## src/rtl/rr_sel3.sv

```systemverilog
// rtl/rr_sel3.sv - round-robin 3-source sequencer producing the 3:1 mux select and a registered output slot
module rr_sel3 #(
  parameter int WIDTH = 1
) (
  input  logic             clk,
  input  logic             rst,
  input  logic [2:0]       req,
  input  logic [WIDTH-1:0] d0,
  input  logic [WIDTH-1:0] d1,
  input  logic [WIDTH-1:0] d2,
  output logic [2:0]       grant,
  output logic [1:0]       sel,
  output logic [WIDTH-1:0] out,
  output logic             out_valid,
  input  logic             out_ready
);

  typedef enum logic {
    EMPTY = 1'b0,
    FULL  = 1'b1
  } state_t;

  state_t           state;
  logic [1:0]       last;
  logic [1:0]       win;
  logic [WIDTH-1:0] win_data;
  logic             slot_free;
  logic             load;

  // out_valid is a direct view of the registered slot state
  assign out_valid = (state == FULL);

  // slot can take a new item when empty or being drained this cycle
  assign slot_free = !out_valid || out_ready;

  // no grant may be issued while reset is held, whatever req shows
  assign load = slot_free && (req != 3'b000) && !rst;

  // pick the first requester in rotating order starting just after last
  always_comb begin
    win = 2'd0;
    case (last)
      2'd0: begin
        if (req[1])      win = 2'd1;
        else if (req[2]) win = 2'd2;
        else             win = 2'd0;
      end
      2'd1: begin
        if (req[2])      win = 2'd2;
        else if (req[0]) win = 2'd0;
        else             win = 2'd1;
      end
      default: begin
        if (req[0])      win = 2'd0;
        else if (req[1]) win = 2'd1;
        else             win = 2'd2;
      end
    endcase
  end

  // one-hot grant for the winner, only when an item is actually loaded
  always_comb begin
    grant = 3'b000;
    if (load) begin
      case (win)
        2'd0:    grant = 3'b001;
        2'd1:    grant = 3'b010;
        default: grant = 3'b100;
      endcase
    end
  end

  // data steering for the winner; kept off the grant path on purpose
  always_comb begin
    win_data = d0;
    case (win)
      2'd0:    win_data = d0;
      2'd1:    win_data = d1;
      default: win_data = d2;
    endcase
  end

  // slot state, captured data, select code and round-robin pointer
  always_ff @(posedge clk or posedge rst) begin
    if (rst) begin
      state <= EMPTY;
      out   <= '0;
      sel   <= 2'b00;
      last  <= 2'd2;
    end else begin
      case (state)
        EMPTY: begin
          if (load) begin
            state <= FULL;
            out   <= win_data;
            sel   <= win;
            last  <= win;
          end
        end
        default: begin
          if (load) begin
            state <= FULL;
            out   <= win_data;
            sel   <= win;
            last  <= win;
          end else if (out_ready) begin
            state <= EMPTY;
          end
        end
      endcase
    end
  end

endmodule
```

## config.mk

```make
export PLATFORM = sky130hd
export DESIGN_NAME = rr_sel3
export DESIGN_NICKNAME = d
export VERILOG_FILES = /design/src/rtl/rr_sel3.sv
export SDC_FILE = /design/constraint.sdc
export NUM_CORES = 1
export LEC_CHECK = 0
export BUFFER_PORTS_ARGS = -buffer_cell sky130_fd_sc_hd__buf_2
export CAP_MARGIN = 5
export CORE_AREA = 3 3 40 42
export CTS_BUF_LIST = sky130_fd_sc_hd__clkbuf_4
export DETAILED_ROUTE_END_ITERATION = 6
export DIE_AREA = 0 0 43 45
export GPL_ROUTABILITY_DRIVEN = 0
export SLEW_MARGIN = 5
export SYNTH_ARGS = -nofsm -noshare
export SYNTH_HDL_FRONTEND = slang
export SYNTH_SLANG_ARGS = --single-unit
```

## constraint.sdc

```tcl
create_clock -name clk -period 2.6 [get_ports clk]
set_input_delay 0.65 -clock clk [delete_from_list [all_inputs] [get_ports clk]]
set_output_delay 0.65 -clock clk [all_outputs]
set_load 0.05 [all_outputs]
```

==> results of run 1 <==
[power by group]
| group | leakage [nW] | internal [mW] | switching [mW] |
|---|---|---|---|
| Clock | 0.0184 | 0.0685 | 0.0327 |
| Sequential | 0.0563 | 0.100 | 0.0239 |
| Combinational | 0.178 | 0.0741 | 0.121 |
[cells in the mapped netlist, types with 2 or more instances]
cell       count
dfrtp_1        4
nor2_1         4
nor2b_1        3
a2bb2oi_1      2
inv_1          2
nand2_1        2
o21a_1         2
[flip-flops by register name, summed over array words and instances (netlist names)]
register   count
out            1
last           1
out_valid      1
sel            2
[worst reg2reg max path: cells and delay by family, from the launching register on]
| kind | cells | cell delay, ns |
|---|---|---|
| flip-flops | 1 | 0.61 |
| AO/OA/AOI/OAI | 3 | 0.50 |
| buffers and inverters | 1 | 0.15 |
| AND/OR/NAND/NOR | 1 | 0.13 |
[metrics by stage]
step | hold WS [ns] | std cells | cell area, µm²
finish | 0.335 | 74 | 498
global route | 0.342 | 74 | 498
CTS | 0.338 | 71 | 475
detailed placement | 0.483 | 67 | 445
global placement | 0.475 | 67 | 445
floorplan | 0.428 | 36 | 344
[final timing paths]
check                         from         to
setup / recovery            req[0]   grant[2]
hold / removal                 rst  out_valid
setup reg to reg           last[1]        out
hold reg to reg             sel[1]     sel[1]
max in group asynchronous      rst    last[1]
min in group clk            sel[1]     sel[1]
[placed cells by master (no fill, tap or decap), drive strengths merged, types with 2 or more instances in the layout]
cell type   n
a21boi      2
a2bb2oi     2
and2        2
buf        20
clkbuf      4
dfrtp       4
inv         2
nand2       2
nor2        4
nor2b       3
nor3        2
o21a        2
[metal layers]
| metal | vias to the layer above | global-route usage, % |
|---|---|---|
| met4 | 0 | 5.42 |
| met5 | - | 0 |
| li1 | 172 | - |
| met3 | 4 | 7.17 |
| met1 | 138 | 11.2 |
| met2 | 14 | 10.8 |
[logic make-up after synthesis]
group,Yosys count
AO/OA/AOI/OAI,11
buffers and inverters,3
flip-flops,5
multiplexers,1
AND/OR/NAND/NOR,16
[cell type report]
class	count	area, µm²
tap	15	18.8
timing repair buffer	20	113
sequential	5	126
multi-input combinational	28	203
fill	138	787
inverter	2	7.51
clock buffer	4	30.0
[timing repair]
item,CTS,global route
endpoints found under the setup margin,0,1
buffers inserted,0,3
gates resized for setup,0,0
==> reports/metrics.csv, run 1 <==
metric;value;unit
status;completed;
syn_to_final_growth;44.7;%
numCtsBuffers;3;
die_h;45;µm
clock_latency;0.24;ns
p_leak;0.252;nW
synth_compound_gate_area_share;26.5;%
relSlewSlack;81.8;%
synthArstFlopShare;100;%
grt_pass1_wl;1210;µm
fmax;410;MHz
end_kind;output port;
io_pins;16;
postSynthCellCount;36;
worst_pin_slew;0.273;ns
avgSynthCellArea;9.56;µm²
htree_levels;1;
power_density;844;nW/µm²
synth_top_area_cell;dfrtp_1;
synth_fa_ha_area_share;0;%
worst-r2r-cell-count;5;
drc_errors;0;
drtIter0Drc;11;
grt_pass1_vias;280;
viasPerCell;4.43;
hold_buffers;0;
route.met2.wl;302;µm
vdd_drop_max;0.000265;V
hpwl;606;µm
crit_path_top_delay_cell;nor3_4;
required;1.95;ns
synthFlopType;dfrtp_1;
dr.max_layer_used;met4;
drt_wl_total;755;µm
r2r_slack;1.10;ns
wl_met1;355;µm
synth_top_family_by_area;simple AND/OR/NAND/NOR gates;
dieArea;1940;µm²
syn_nets;45;
io_buffers;15;
route.met3.wl;81;µm
synth_xor_area_share;0;%
period_needed;2.44;ns
gr-total-overflow;0;
antenna_cells;0;
arrival;1.79;ns
routedWlPerCell;10.2;µm
drive_above_1_share;49.2;%
finalHoldViolations;0;
ant_nets;0;
slew_viol_final;0;
clock_skew;0.000170;ns
cp_max_fo;6;
maxCapViolCount;0;
dp_slack;0.134;ns
synth_seq_cells;5;
tns;0;ns
coreArea;1280;µm²
clk_pin_slew_worst_paths;0.04;ns
power.total;420;µW
timing.final.ws_setup;0.160;ns
cts_tree;done;
clk_path_buf_depth;2;
yosys-top-cells-area;dfrtp_1 29%, dfstp_2 7.6%, a21boi_4 5.5%, nor2b_1 5.5%, a2bb2oi_1 5.1%;
cts.sinks;5;
die_w;43;µm
synth.area.mux_share;4.36;%
finalSetupViolCount;0;
synth.distinct_cells;24;
rsz0062_at_grt;no;
cp-start-kind;primary input;
firstDrtPassIters;4;
critPathKind;primary input to output port;
ys_warn_count;0;
hold_class;primary input to asynchronous set/reset pin;
cp.depth;7;
vias;328;
num_rows;13;
fin_util;38.8;%
yosys.area.top_type_share;29.1;%
synth_seq_area_share;36.7;%
grt_max_degree;9;
start_util;26.8;%
cts-root-buf;clkbuf_4;
synth-edff-count;0;
fin_crit_sh;93.8;%
worstPathCellList;buf_2 > nor3_1 > buf_4 > nor3_4 > buf_4 > nor2b_1 > buf_2;
nets;69;
cp_top_family;buffers and inverters;
crit_buf_inv;4;
track_usage;9.12;%
grt_antenna_before_repair;0;
syn_area;344;µm²
synth-simple-area-share;28.0;%
max_stage_delay;0.28;ns
(Power assumes the default switching activity.)
==> inputs of run 2 (changes only) <==
- CTS_BUF_LIST: sky130_fd_sc_hd__clkbuf_4 -> sky130_fd_sc_hd__clkbuf_8
- PLACE_DENSITY_LB_ADDON: default -> 0.1
- clock period: 2.6 -> 2.3 ns (I/O delays scaled with it)
==> reports/metrics.csv, run 2 (synthesis gave the netlist of run 1 again) <==
metric;value;unit;change
status;completed;;
top_usage_layer;met2;;
clock_skew;0.00253;ns;+0.00236 ns
dieArea;1940;µm²;unchanged
critPathKind;flop to output port;;
p_leak;0.251;nW;-0.63%
mostFrequentLayoutCell;buf_2;;
drc_errors;0;;unchanged
relSlewSlack;83.6;%;+1.8 points
r2r_start;last[1];;
grt_pass1_vias;302;;+7.9%
arrival;1.63;ns;-0.16 ns
start_util;26.8;%;unchanged
htree_levels;1;;unchanged
hpwl;628;µm;+3.5%
grt_pass1_wl;1220;µm;+1.2%
rsz0062_at_grt;no;;
cp_max_fo;8;;+2
grt.met2_usage;12.6;%;+1.8 points
worst_pin_slew;0.245;ns;-0.0271 ns
cts-root-buf;clkbuf_8;;
timing.final.ws_setup;0.0970;ns;-0.0633 ns
clock_latency;0.22;ns;-0.02 ns
gr-usage-met1;10.3;%;-0.95 points
grtUsageMet3;6.77;%;-0.40 points
viasPerCell;4.53;;+2.2%
coreArea;1280;µm²;unchanged
die_h;45;µm;unchanged
worstPathCellList;nand2b_1 > a2bb2oi_1 > nand2_1 > nor2_2 > clkbuf_4;;
slew_viol_final;0;;unchanged
finalSetupViolCount;0;;unchanged
power_density;1020;nW/µm²;+21%
grt_max_degree;9;;unchanged
vdd_drop_max;0.000497;V;+88%
drive_above_1_share;49.1;%;about the same
finalHoldViolations;0;;unchanged
cts.sinks;5;;unchanged
routedWlPerCell;10.4;µm;+1.8%
hold_class;primary input to asynchronous set/reset pin;;
numCtsBuffers;3;;unchanged
top_register;sel;;
cp-start-kind;flop;;
worst-r2r-cell-count;5;;unchanged
dp_slack;0.110;ns;-0.0234 ns
gr-total-overflow;0;;unchanged
antenna_cells;0;;unchanged
crit_path_top_delay_cell;dfstp_2;;
vias;326;;-0.61%
num_rows;13;;unchanged
tns;0;ns;unchanged
io_buffers;15;;unchanged
end_kind;output port;;
io_pins;16;;unchanged
cts_tree;done;;
drtIter0Drc;3;;-8
fin_crit_sh;95.8;%;
worst_r2r_endpoint;out;;
fmax;454;MHz;
drt_wl_total;748;µm;-0.93%
required;1.73;ns;-0.22 ns
clk_path_buf_depth;2;;unchanged
cts_setup_buffers;0;;unchanged
final_cell_mix;14 x buf_2, 4 x dfrtp_1;;
maxCapViolCount;0;;unchanged
period_needed;2.20;ns;
clk_pin_slew_worst_paths;0.03;ns;about the same
firstDrtPassIters;2;;-2
hold_buffers;0;;unchanged
die_w;43;µm;unchanged
largest_reg_flops;2;;unchanged
ant_nets;0;;unchanged
syn_to_final_growth;46.9;%;
grt_antenna_before_repair;0;;unchanged
track_usage;8.46;%;-0.66 points
final.fill_count;142;;+2.9%
nets;67;;-2.9%
max_stage_delay;0.60;ns;+0.32 ns
r2r_slack;0.81;ns;-0.29 ns
-- run 2: changes by cell type in the layout (fill, tap and decap cells not counted) --
cell / previous run / this run
nor2_2: 0 / 1
inv_1: 2 / 3
buf_2: 15 / 14
nor2b_1: 3 / 2
nor2_1: 4 / 3
clkbuf_4: 4 / 1
clkbuf_8: 0 / 3
nor2b_2: 0 / 1
buf_4: 5 / 3
-- run 2: metrics by stage --
step	power (mW)	std cells	hold slack [ns]	util (%)	instance area, µm²
2_1_floorplan	0.315	36	0.353	-	349
3_3_place_gp	0.360	68	0.475	35.6	458
3_5_place_dp	0.362	68	0.475	35.6	458
4_1_cts	0.519	72	0.290	39.1	503
5_1_grt	0.543	72	0.305	39.3	505
6_report	0.514	72	0.287	39.3	505
-- run 2: power breakdown --
group | leakage, nW | internal, mW | switching (mW)
clock network | 0.0269 | 0.114 | 0.0386
logic | 0.167 | 0.0830 | 0.140
registers | 0.0563 | 0.114 | 0.0255
total | 0.251 | 0.311 | 0.204
-- run 2: worst max path at each step --
stage	from	to	depth (start not counted)
2_1_floorplan	out_valid	grant[0]	4
3_3_place_gp	req[1]	grant[1]	6
3_5_place_dp	req[1]	grant[1]	6
4_1_cts	last[1]	grant[0]	5
5_1_grt	last[1]	grant[0]	5
6_report	last[1]	grant[0]	5
-- run 2: routing by layer --
metal  wire length [µm]  up-vias
met5                  0        -
met4                  0        0
met3                 83        0
met2                321       12
met1                343      143
li1                   -      171
-- run 2: worst max-delay path: cells and delay by family (launching register included) --
| kind | cells | cell delay (ns) |
|---|---|---|
| flops | 1 | 0.60 |
| compound gates | 1 | 0.23 |
| simple gates | 3 | 0.36 |
| buf+inv | 1 | 0.23 |
-- run 2: layout make-up --
cell class                 instances  area, µm²  share of cell area [%]
multi-input combinational         28        208                    41.1
sequential                         5        126                    25.0
timing repair buffer              18        100                    19.8
clock buffer                       3       41.3                    8.17
tap                               15       18.8                    3.71
inverter                           2       7.51                    1.49
clock inverter                     1       3.75                   0.743
-- run 2: repair_timing --
action	CTS	global route
resized for setup	0	1
setup endpoints to repair	0	1
endpoints found under the hold margin	0	0
==> inputs of run 3 (changes only) <==
- ABC_AREA: default -> 1
==> reports/metrics.csv, run 3 <==
metric;value;unit;change
status;completed;;
multiInputGateArea;175;µm²;-16%
tns;0;ns;unchanged
routedWlPerCell;9.32;µm;-10%
grt_antenna_before_repair;0;;unchanged
synth_common_cells;13 x nand2_1, 8 x inv_1, 6 x nand3_1;;
nets;79;;+18%
clk_path_buf_depth;2;;unchanged
hpwl;630;µm;+0.37%
finalHoldViolations;0;;unchanged
critPathKind;flop to output port;;
clk_pin_slew_worst_paths;0.04;ns;about the same
worst-r2r-cell-count;7;;+2
cts-root-buf;clkbuf_8;;
avgSynthCellArea;6.96;µm²;-27%
top_register;sel;;
final_cell_mix;15 x buf_2, 13 x nand2_1, 9 x inv_1;;
drc_errors;0;;unchanged
io_buffers;15;;unchanged
track_usage;9.11;%;+0.65 points
syn_to_final_growth;41.4;%;
gr-total-overflow;0;;unchanged
coreArea;1280;µm²;unchanged
cts.sinks;5;;unchanged
period_needed;1.99;ns;-0.211 ns
synthFlopType;dfrtp_1;;
clock_skew;0.00201;ns;-0.000518 ns
mostFrequentLayoutCell;buf_2;;
firstDrtPassIters;4;;+2
hold_buffers;0;;unchanged
vias;358;;+9.8%
ys_warn_count;0;;unchanged
cts_tree;done;;
cp-start-kind;flop;;
yosysMostFrequentCell;nand2_1;;
fmax;502;MHz;+11%
synth_top_area_cell;dfrtp_1;;
synth-edff-count;0;;unchanged
place_area;447;µm²;-2.5%
drive_above_1_share;42.0;%;-7.1 points
hold_class;primary input to asynchronous set/reset pin;;
dieArea;1940;µm²;unchanged
cts_resized;0;;unchanged
stdcell_area;492;µm²;-2.7%
finalSetupViolCount;0;;unchanged
viasPerCell;4.26;;-5.9%
grt_pass1_wl;1270;µm;+3.9%
die_w;43;µm;unchanged
clock_latency;0.22;ns;about the same
power.total;503;µW;-2.3%
numCtsBuffers;3;;unchanged
postSynthCellCount;50;;+39%
drt_wl_total;783;µm;+4.7%
p_leak;0.293;nW;+17%
power_density;1020;nW/µm²;+0.46%
yosys.area.top_type_share;28.8;%;-0.31 points
worst_pin_slew;0.252;ns;+0.00615 ns
fin_crit_sh;86.6;%;-9.2 points
end_kind;output port;;
grt_pass1_vias;314;;+4.0%
start_util;27.1;%;+0.29 points
seq_area;126;µm²;unchanged
maxCapViolCount;0;;unchanged
syn_area;348;µm²;+1.1%
final.fill_count;160;;+13%
required;1.73;ns;about the same
slew_viol_final;0;;unchanged
relSlewSlack;83.3;%;-0.26 points
drtIter0Drc;6;;+3
htree_levels;1;;unchanged
largest_reg_flops;2;;unchanged
vdd_drop_max;0.000378;V;-24%
io_pins;16;;unchanged
synth.distinct_cells;18;;-25%
synth_seq_area_share;36.3;%;-0.40 points
cp_max_fo;4;;-4
ant_nets;0;;unchanged
synth_seq_cells;5;;unchanged
synthArstFlopShare;100;%;unchanged
syn_nets;59;;+31%
cts_setup_buffers;0;;unchanged
num_rows;13;;unchanged
grt_max_degree;7;;-2
yosys-top-cells-area;dfrtp_1 29%, nand2_1 14%, nand3_1 8.6%, inv_1 8.6%, dfstp_2 7.6%;;
antenna_cells;0;;unchanged
arrival;1.42;ns;-0.21 ns
die_h;45;µm;unchanged
rsz0062_at_grt;no;;
run 3: cell count changes after synthesis, sizes merged, moves of 2 or more:
cell,previous run,this run
nand3,0,7
nor2b,3,0
nor2,4,6
and2,2,0
nand2,2,15
a21boi,2,0
o21a,2,0
inv,2,11
a2bb2oi,2,0
run 3: cells by family (layout without fill, tap and decap cells):
group | count (synthesis) | count (layout) | share of synthesized area, %
AO/OA/AOI/OAI | 3 | 3 | 5.03
AND/OR/NAND/NOR | 30 | 30 | 43.9
buffers and inverters | 12 | 31 | 14.8
flip-flops | 5 | 5 | 36.3
run 3: area by class of cell:
| class | count | area share, % |
|---|---|---|
| Multi-Input combinational cell | 33 | 35.6 |
| Sequential cell | 5 | 25.7 |
| Clock buffer | 3 | 8.40 |
| Tap cell | 15 | 3.82 |
| Clock inverter | 1 | 0.763 |
| Timing Repair Buffer | 16 | 16.8 |
| Inverter | 11 | 8.91 |
run 3: through the flow:
stage / cells / hold WS, ns / utilization (%) / setup WS [ns]
after floorplan: 50 / 0.383 / - / 0.128
after global placement: 80 / 0.476 / 34.8 / 0.308
after detailed placement: 80 / 0.469 / 34.8 / 0.325
after CTS: 84 / 0.389 / 38.3 / 0.286
after global routing: 84 / 0.405 / 38.3 / 0.186
final: 84 / 0.389 / 38.3 / 0.308
run 3: report_power, final:
part           leakage, nW  total, mW  switching [mW]  internal [mW]
Sequential          0.0589      0.129          0.0158          0.114
Clock               0.0269      0.159          0.0447          0.115
Combinational        0.207      0.214           0.159         0.0549
Total                0.293      0.503           0.219          0.283
run 3: final timing paths:
| check | startpoint | end | slack (ns) |
|---|---|---|---|
| worst max-delay path | last[1] | grant[0] | 0.31 |
| worst min-delay path | rst | out | 0.39 |
| worst max register to register | last[1] | out | 1.12 |
| worst min register to register | sel[1] | sel[1] | 0.48 |
| max in group asynchronous | rst | last[1] | 1.71 |
| min in group clk | sel[1] | sel[1] | 0.48 |
run 3: critical path, cell delays in order, from the launching register on:
cell     delay (ns)
dfstp_2        0.55
inv_2          0.05
nand3_1        0.09
nand3_1        0.12
nor3_2         0.11
buf_2          0.28
run 3: per-layer routing:
layer	track usage [%]	wire length, µm
met1	12.7	387
met5	0	0
met3	2.39	59
met4	5.42	12
met2	12.6	324
